`config.mk`:
```
export PLATFORM = sky130hd
export DESIGN_NAME = dice_game_ctrl
export DESIGN_NICKNAME = d
export VERILOG_FILES = /design/src/rtl/dice_pkg.sv /design/src/rtl/dice_game_ctrl_craps_rules.sv /design/src/rtl/dice_game_ctrl.sv
export SDC_FILE = /design/constraint.sdc
export NUM_CORES = 1
export LEC_CHECK = 0
export ABC_AREA = 0
export BUFFER_PORTS_ARGS = -buffer_cell sky130_fd_sc_hd__buf_4
export CORE_ASPECT_RATIO = 0.9
export CORE_MARGIN = 2
export CORE_UTILIZATION = 30
export DETAILED_ROUTE_END_ITERATION = 8
export SYNTH_ARGS = -nofsm -noshare
export SYNTH_HDL_FRONTEND = slang
export SYNTH_HIERARCHICAL = 1
export SYNTH_SLANG_ARGS = --single-unit
```
`constraint.sdc`:
```
create_clock -name clk -period 2.3 [get_ports clk]
set_input_delay 0.46 -clock clk [delete_from_list [all_inputs] [get_ports clk]]
set_output_delay 0.46 -clock clk [all_outputs]
set_load 0.005 [all_outputs]
```
`src/rtl/dice_pkg.sv`:
```
// Shared types and constants for the craps dice game controller.
package dice_pkg;

    localparam int SUM_W = 4;

    localparam logic [2:0]       DIE_MIN    = 3'd1;
    localparam logic [2:0]       DIE_MAX    = 3'd6;
    localparam logic [SUM_W-1:0] SUM_SEVEN  = 4'd7;
    localparam logic [SUM_W-1:0] SUM_ELEVEN = 4'd11;
    localparam logic [SUM_W-1:0] CRAPS_2    = 4'd2;
    localparam logic [SUM_W-1:0] CRAPS_3    = 4'd3;
    localparam logic [SUM_W-1:0] CRAPS_12   = 4'd12;

    typedef enum logic [2:0] {
        IDLE   = 3'd0,
        SAMPLE = 3'd1,
        EVAL   = 3'd2,
        POINT  = 3'd3,
        WIN    = 3'd4,
        LOSE   = 3'd5
    } state_t;

endpackage

```
`src/rtl/dice_game_ctrl_craps_rules.sv`:
```
// Combinational craps rule decision for one evaluated roll.
module craps_rules
    import dice_pkg::*;
(
    input  logic [SUM_W-1:0] sum,
    input  logic [SUM_W-1:0] point,
    input  logic             come_out,
    output logic             is_win,
    output logic             is_lose,
    output logic             set_point
);

    // Come-out uses natural/craps rules; later rolls race the point against seven.
    always_comb begin
        is_win    = 1'b0;
        is_lose   = 1'b0;
        set_point = 1'b0;
        if (come_out) begin
            if ((sum == SUM_SEVEN) || (sum == SUM_ELEVEN)) begin
                is_win = 1'b1;
            end else if ((sum == CRAPS_2) || (sum == CRAPS_3) || (sum == CRAPS_12)) begin
                is_lose = 1'b1;
            end else begin
                set_point = 1'b1;
            end
        end else begin
            if (sum == point) begin
                is_win = 1'b1;
            end else if (sum == SUM_SEVEN) begin
                is_lose = 1'b1;
            end else begin
                is_win = 1'b0;
            end
        end
    end

endmodule

```
`src/rtl/dice_game_ctrl.sv`:
```
// Craps game sequencer: roll edge detect, dice sampling, rule evaluation and
// registered status outputs for the display/LED drivers.
module dice_game_ctrl
    import dice_pkg::*;
#(
    parameter int CNT_W = 8
) (
    input  logic             clk,
    input  logic             rst,
    input  logic             roll,
    input  logic [2:0]       dice1,
    input  logic [2:0]       dice2,
    output logic             sample_strobe,
    output logic [3:0]       sum,
    output logic [3:0]       point,
    output logic             point_valid,
    output logic             win,
    output logic             lose,
    output logic             result_valid,
    output logic             busy,
    output logic [CNT_W-1:0] roll_count
);

    localparam logic [CNT_W-1:0] CNT_MAX = {CNT_W{1'b1}};
    localparam logic [CNT_W-1:0] CNT_ONE = {{(CNT_W-1){1'b0}}, 1'b1};

    state_t           state_r, state_s;
    logic             come_out_r, come_out_s;
    logic             roll_q_r;
    logic             armed_r;
    logic [3:0]       sum_r, sum_s;
    logic [3:0]       point_r, point_s;
    logic             point_valid_r, point_valid_s;
    logic             win_r, win_s;
    logic             lose_r, lose_s;
    logic             strobe_r, strobe_s;
    logic             result_valid_r, result_valid_s;
    logic             busy_r, busy_s;
    logic [CNT_W-1:0] cnt_r, cnt_s;

    logic             roll_rise_s;
    logic             dice_ok_s;
    logic [3:0]       dice_sum_s;
    logic             is_win_s, is_lose_s, set_point_s;

    // armed_r masks the first post-reset cycle so a roll held through reset is not a press.
    assign roll_rise_s = roll & ~roll_q_r & armed_r;
    assign dice_ok_s   = (dice1 >= DIE_MIN) && (dice1 <= DIE_MAX) &&
                         (dice2 >= DIE_MIN) && (dice2 <= DIE_MAX);
    assign dice_sum_s  = {1'b0, dice1} + {1'b0, dice2};

    craps_rules u_rules (
        .sum       (sum_r),
        .point     (point_r),
        .come_out  (come_out_r),
        .is_win    (is_win_s),
        .is_lose   (is_lose_s),
        .set_point (set_point_s)
    );

    // Next-state and next-output decode.
    always_comb begin
        state_s        = state_r;
        come_out_s     = come_out_r;
        sum_s          = sum_r;
        point_s        = point_r;
        point_valid_s  = point_valid_r;
        win_s          = win_r;
        lose_s         = lose_r;
        cnt_s          = cnt_r;
        strobe_s       = 1'b0;
        result_valid_s = 1'b0;
        case (state_r)
            IDLE, POINT: begin
                if (roll_rise_s) begin
                    state_s = SAMPLE;
                end else begin
                    state_s = state_r;
                end
            end
            SAMPLE: begin
                if (dice_ok_s) begin
                    sum_s    = dice_sum_s;
                    strobe_s = 1'b1;
                    state_s  = EVAL;
                    if (cnt_r != CNT_MAX) begin
                        cnt_s = cnt_r + CNT_ONE;
                    end else begin
                        cnt_s = cnt_r;
                    end
                end else begin
                    state_s = SAMPLE;
                end
            end
            EVAL: begin
                result_valid_s = 1'b1;
                if (is_win_s) begin
                    state_s       = WIN;
                    win_s         = 1'b1;
                    point_valid_s = 1'b0;
                end else if (is_lose_s) begin
                    state_s       = LOSE;
                    lose_s        = 1'b1;
                    point_valid_s = 1'b0;
                end else begin
                    state_s = POINT;
                    if (set_point_s) begin
                        point_s       = sum_r;
                        point_valid_s = 1'b1;
                        come_out_s    = 1'b0;
                    end else begin
                        point_s = point_r;
                    end
                end
            end
            WIN, LOSE: begin
                // A press here starts the next game and samples in the same step.
                if (roll_rise_s) begin
                    win_s      = 1'b0;
                    lose_s     = 1'b0;
                    point_s    = 4'd0;
                    cnt_s      = {CNT_W{1'b0}};
                    come_out_s = 1'b1;
                    state_s    = SAMPLE;
                end else begin
                    state_s = state_r;
                end
            end
            default: begin
                state_s = IDLE;
            end
        endcase
        busy_s = (state_s == SAMPLE) || (state_s == EVAL);
    end

    // State and output registers with synchronous reset.
    always_ff @(posedge clk) begin
        if (rst) begin
            state_r        <= IDLE;
            come_out_r     <= 1'b1;
            roll_q_r       <= 1'b0;
            armed_r        <= 1'b0;
            sum_r          <= 4'd0;
            point_r        <= 4'd0;
            point_valid_r  <= 1'b0;
            win_r          <= 1'b0;
            lose_r         <= 1'b0;
            strobe_r       <= 1'b0;
            result_valid_r <= 1'b0;
            busy_r         <= 1'b0;
            cnt_r          <= {CNT_W{1'b0}};
        end else begin
            state_r        <= state_s;
            come_out_r     <= come_out_s;
            roll_q_r       <= roll;
            armed_r        <= 1'b1;
            sum_r          <= sum_s;
            point_r        <= point_s;
            point_valid_r  <= point_valid_s;
            win_r          <= win_s;
            lose_r         <= lose_s;
            strobe_r       <= strobe_s;
            result_valid_r <= result_valid_s;
            busy_r         <= busy_s;
            cnt_r          <= cnt_s;
        end
    end

    assign sample_strobe = strobe_r;
    assign sum           = sum_r;
    assign point         = point_r;
    assign point_valid   = point_valid_r;
    assign win           = win_r;
    assign lose          = lose_r;
    assign result_valid  = result_valid_r;
    assign busy          = busy_r;
    assign roll_count    = cnt_r;

endmodule

```
; Yosys cells after proc, flatten, opt, wreduce, memory -nomap -nowiden
; Index checks and enable logic that the tools add are counted.
[word_totals]
regBits = 28
output_inout_bits = 22
[op_classes]
add_sub_neg = 2
n_lt_le_gt_ge = 4
eq_ne = 22
n_mux = 42
n_bitwise = 4
reduce_logical = 20
[op_table]
columns = op, n
row1 = $mux 1, 25
row2 = $mux 8, 3
row3 = $mux 4, 4
row4 = $ne 2x2->1 const B, 8
row5 = $pmux 8 s2, 1
row6 = $eq 3x2->1 const B, 3
row7 = $mux 3, 3
row8 = $pmux 3 s3, 1
row9 = $add 8x1->8 const B, 1
row10 = $eq 4x2->1 const B, 2
row11 = $eq 4x4->1 const B, 2
row12 = $ne 8x8->1 const B, 1
row13 = $pmux 4 s2, 1
row14 = $reduce_and 4->1, 2
row15 = $eq 3x1->1 const B, 2
row16 = $eq 3x3->1 const B, 2
row17 = $ge 3x1->1 const B, 2
row18 = $le 3x3->1 const B, 2
row19 = $pmux 1 s2, 3
row20 = $reduce_and 5->1, 1
row21 = $add 3x3->4, 1
row22 = $eq 4x3->1 const B, 1
row23 = $eq 4x4->1, 1
row24 = $logic_or 1x1->1, 4
row25 = 11 further kinds, 18

; Longest topological paths before layout
[logic_depth]
ltp_word = 11
ltp_mapped = 8
mapped_depth_nobuf = 7

; Modules after synthesis
; Netlist, hierarchy kept.
[modules_own_cells]
columns = mod, n_inst, cells_per_inst, area_each_um2, seq_area_each_um2
row1 = dice_game_ctrl, 1, 152, 1357.6, 560.5
row2 = craps_rules, 1, 19, 128.9, 0.0

; Least setup slack after synthesis
; Ideal clock, no wire load.
[synth_timing]
path_kind = flip-flop to flip-flop
from = reg cnt_r[0], in the netlist roll_count[0]
to = reg cnt_r[4], in the netlist roll_count[4]
setup_ps = 71
arrival_time_ps = 1768
t_required_ps = 2229
setup_slack_ps = 461
stages_incl_launch_ff = 7
period_less_slack_ps = 1839
cell_sequence = dfxtp_1 -> ha_1 -> and3_1 -> a221oi_4 -> nor2_4 -> or4_1 -> a21oi_1
[synth_between]
elab_chain_len = 4
word_cells_on_any_way = 7
[synth_rtl]
columns = element, line
row1 = start: declaration, dice_game_ctrl.sv:39  ; logic [CNT_W-1:0] cnt_r, cnt_s;
row2 = start signal: assignment, dice_game_ctrl.sv:151  ; cnt_r <= {CNT_W{1'b0}};
row3 = start signal: assignment, dice_game_ctrl.sv:165  ; cnt_r <= cnt_s;
row4 = $add 8x1->8, dice_game_ctrl.sv:87  ; cnt_s = cnt_r + CNT_ONE;
row5 = $mux 8, dice_game_ctrl.sv:86  ; if (cnt_r != CNT_MAX) begin
row6 = $mux 8, dice_game_ctrl.sv:82  ; if (dice_ok_s) begin
row7 = $pmux 8 s2, dice_game_ctrl.sv:73  ; case (state_r)
; Several ways; a longest one is shown, not always the timed one. The select of a mux whose other input is x is not followed.
; A chain may end at the register's enable or synchronous reset.

; Worst setup path after layout
; Ends and elaborated chain as after synthesis.

==> reports/qor.tcl <==
set qor(hold_buffers) 0
set qor(power_density_nw_per_um2) 583
set qor(route.antenna.remaining_nets) 0
set qor(crit_arrival_ns) 2.20
set qor(final.fill_count) 492
set qor(postSynth.topFlopCell) {sky130_fd_sc_hd__dfxtp_1}
set qor(drive_gt1_share_pct) 22.5
set qor(synth_largest_area_cell) {sky130_fd_sc_hd__dfxtp_1}
set qor(design_power_total_mw) 1.08
set qor(ys_ff_latch) 28
set qor(placeableCoreArea_um2) 4800
set qor(synthMostInstantiatedCell) {sky130_fd_sc_hd__dfxtp_1}
set qor(seq_area_um2) 561
set qor(initial_core_utilization_pct) 30.9
set qor(n_antenna_cell) 0
set qor(worstSetupEndpointType) {register}
set qor(htree_levels) 1
set qor(cts-resized-gates) 0
set qor(irDropWorstVdd_mv) 0.312
set qor(grt_use_met1_pct) 17.8
set qor(cpMaxStageDelayCell) {sky130_fd_sc_hd__or4_1}
set qor(multiInputGateArea_um2) 863
set qor(routed_wire_length_per_instance_um) 11.9
set qor(grt_setup_unrepaired) {no}
set qor(cpLargestDelayFamily) {simple AND/OR/NAND/NOR gates}
set qor(worstSkewPairLatency_ns) 0.27
set qor(timing_max_transition_violations_final) 0
set qor(synthesis.area_per_instance_um2) 8.69
set qor(mappedNetlistNets) 185
set qor(vias_per_cell) 4.91
set qor(cts_tree) {yes}
set qor(cts-root-buf) {sky130_fd_sc_hd__clkbuf_8}
set qor(cp.required_ns) 2.51
set qor(crit_path_max_incr_delay_ns) 0.48
set qor(max-clock-path-buffers) 2
set qor(synth_top_cells_by_area) {sky130_fd_sc_hd__dfxtp_1 (38%), sky130_fd_sc_hd__a21oi_1 (5.4%), sky130_fd_sc_hd__nor2_1 (4.0%)}
set qor(die_area_um2) 5530
set qor(core.rowCount) 24
set qor(fin_skew_ns) 0.00265
set qor(report.final.hold_viol_count) 0
set qor(min_from) {roll}
set qor(worst_slew_margin_rel_pct) 70.7
set qor(portBuffers) 30
set qor(cts_sinks) 28
set qor(crit_start) {roll_count[0]$_SDFFE_PP0P_}
set qor(via_count) 1321
set qor(finalNetCount) 219
set qor(netlist_top_cells_count) {sky130_fd_sc_hd__dfxtp_1 (28), sky130_fd_sc_hd__a21oi_1 (16), sky130_fd_sc_hd__nor2_1 (16)}
set qor(global_route.overflow_total) 0
set qor(max_slew.worst_pin.slew_ns) 0.436
set qor(post-cts-setup-buffers) 0
set qor(drcViolationCount) 0
set qor(min_delay_path_class) {input pin to register}
set qor(async_flop_share_pct) 0
set qor(finalSetupViolations) 0
set qor(detailed_place_hpwl_um) 2500
set qor(holdWs_ns) 0.431
set qor(cts-buffers-inserted) 3
set qor(detail_route.first_pass.iterations) 4
set qor(via_count_of_the_first_global_routing_pass) 1199
set qor(max_freq_mhz) 504
set qor(netlist_area_um2) 1490
set qor(syn_to_final_growth_pct) 24.4
set qor(path_buf_inv) 0
set qor(final.setup.tns_ns) 0
set qor(gr-usage-all-layers_pct) 12.3
set qor(final_weighted_congestion_in_routability_driven_placement) 0.752
set qor(synth-warning-count) 6
set qor(die_x_um) 78.2
set qor(floorplan.die.height_um) 70.8
set qor(post-route-min-period_ns) 1.99
set qor(edff_count_synth) 0
set qor(timing.critical_path.cells) {ha_1, and3_1, a221oi_4, nor2_4, or4_1, a21oi_1}
set qor(worst-setup-path-type) {register to register}
set qor(layout_worst_path_cycle_share_pct) 86.4
set qor(postRouteWirelength_um) 3210
set qor(path_clk_slew_ns) 0.09
set qor(first_pass_grt_wire_length_um) 5530
set qor(met3_routing_resource_usage_after_global_routing_pct) 1.66
set qor(grt_start_max_net_pins) 19
set qor(critical_path_peak_fanout) 10
set qor(met2_usage_in_global_routing_pct) 18.6
set qor(crit_path_start_kind) {register}
set qor(synthCells) 171
set qor(grt_antenna_before_repair) 0
set qor(leakagePower_nw) 0.736
set qor(status) {completed}
set qor(drt-initial-drc-count) 76
set qor(max_cap_violations) 0
set qor(synth.yosys.seq_area_share_pct) 37.7
set qor(ios) 31
set qor(r2r_start) {roll_count[0]$_SDFFE_PP0P_}
set qor(busiest_layer) {met2}
set qor(synth.top_cell.area_share_pct) 37.7
set qor(yosys.cell_types.count) 46
## power by group
part	internal (mW)	switching (mW)
clock network	0.153	0.152
registers	0.511	0.0330
logic	0.109	0.119
total	0.774	0.304
## registers in the layout (all words and copies together), names as in the netlist
signal and cells:
point_valid 1, sample_strobe 1, armed_r 1, come_out_r 1
point 4, result_valid 1, roll_count 8, sum 4
busy 1, win 1, roll_q_r 1, lose 1
state_r 3
## metal layers
layer  routed length [um]  vias up
li1                     -      688
met1                 1660      606
met2                 1390       23
met3                  107        4
met4                   51        0
met5                    0        -
## kinds of logic (layout without fill, tap and decap cells)
logic type / after synthesis / count (layout) / synth area share (%)
DFF: 28 / 28 / 37.7
AOI/OAI and AO/OA: 40 / 40 / 17.9
xor gates and xnor gates: 6 / 6 / 3.54
muxes: 3 / 3 / 2.02
adders and majority gates: 5 / 5 / 4.71
and+or+nand+nor: 76 / 76 / 29.9
buffers and inverters: 13 / 46 / 4.21
## final timing paths
kind	to	slack [ns]	depth (start not counted)
worst max-delay path	roll_count[4]$_SDFFE_PP0P_	0.31	6
worst max register to register	roll_count[4]$_SDFFE_PP0P_	0.31	6
worst min-delay path	roll_q_r$_SDFF_PP0_	0.43	2
worst min register to register	win$_SDFFE_PP0P_	0.49	2
## layout by cell type, fill, tap and decap left out, types with 2 or more instances in the layout
cell type / instances
sky130_fd_sc_hd__buf_4: 35
sky130_fd_sc_hd__dfxtp_1: 28
sky130_fd_sc_hd__nor2_1: 16
sky130_fd_sc_hd__a21oi_1: 16
sky130_fd_sc_hd__nand2_1: 15
sky130_fd_sc_hd__nand3_1: 11
sky130_fd_sc_hd__inv_1: 7
sky130_fd_sc_hd__o31ai_1: 6
sky130_fd_sc_hd__xnor2_1: 5
sky130_fd_sc_hd__or4_1: 5
sky130_fd_sc_hd__o21ai_0: 5
sky130_fd_sc_hd__and3_1: 4
sky130_fd_sc_hd__nand4_1: 4
sky130_fd_sc_hd__ha_1: 4
sky130_fd_sc_hd__clkbuf_8: 4
sky130_fd_sc_hd__mux2i_1: 3
sky130_fd_sc_hd__and2_1: 2
sky130_fd_sc_hd__or3_1: 2
sky130_fd_sc_hd__o21a_1: 2
sky130_fd_sc_hd__nor3b_1: 2
sky130_fd_sc_hd__nor2b_1: 2
sky130_fd_sc_hd__a21o_1: 2
sky130_fd_sc_hd__a211oi_1: 2
sky130_fd_sc_hd__nor3_1: 2
sky130_fd_sc_hd__a31oi_1: 2
## through the flow
step | cell area (um2) | setup WS [ns] | util [%] | cells
finish | 1850 | 0.314 | 38.5 | 269
floorplan | 1490 | 0.461 | - | 171
global route | 1850 | 0.198 | 38.5 | 269
global placement | 1790 | 0.341 | 37.3 | 265
detailed placement | 1790 | 0.335 | 37.3 | 265
CTS | 1850 | 0.301 | 38.5 | 269
## layout make-up
| cell class | instances | share of cell area, % |
|---|---|---|
| multi-input cells | 130 | 46.7 |
| flip-flops and latches | 28 | 30.3 |
| repair buffers | 35 | 14.2 |
| well taps | 65 | 4.40 |
| clock buffers | 4 | 2.98 |
| inverters | 7 | 1.42 |
## worst register-to-register path, cell delays in order, from the launching register on
cell                       delay [ns]
sky130_fd_sc_hd__dfxtp_1         0.35
sky130_fd_sc_hd__ha_1            0.24
sky130_fd_sc_hd__and3_1          0.22
sky130_fd_sc_hd__a221oi_4        0.37
sky130_fd_sc_hd__nor2_4          0.11
sky130_fd_sc_hd__or4_1           0.48
sky130_fd_sc_hd__a21oi_1         0.16
No activity file was read; power rests on OpenSTA's default activity.
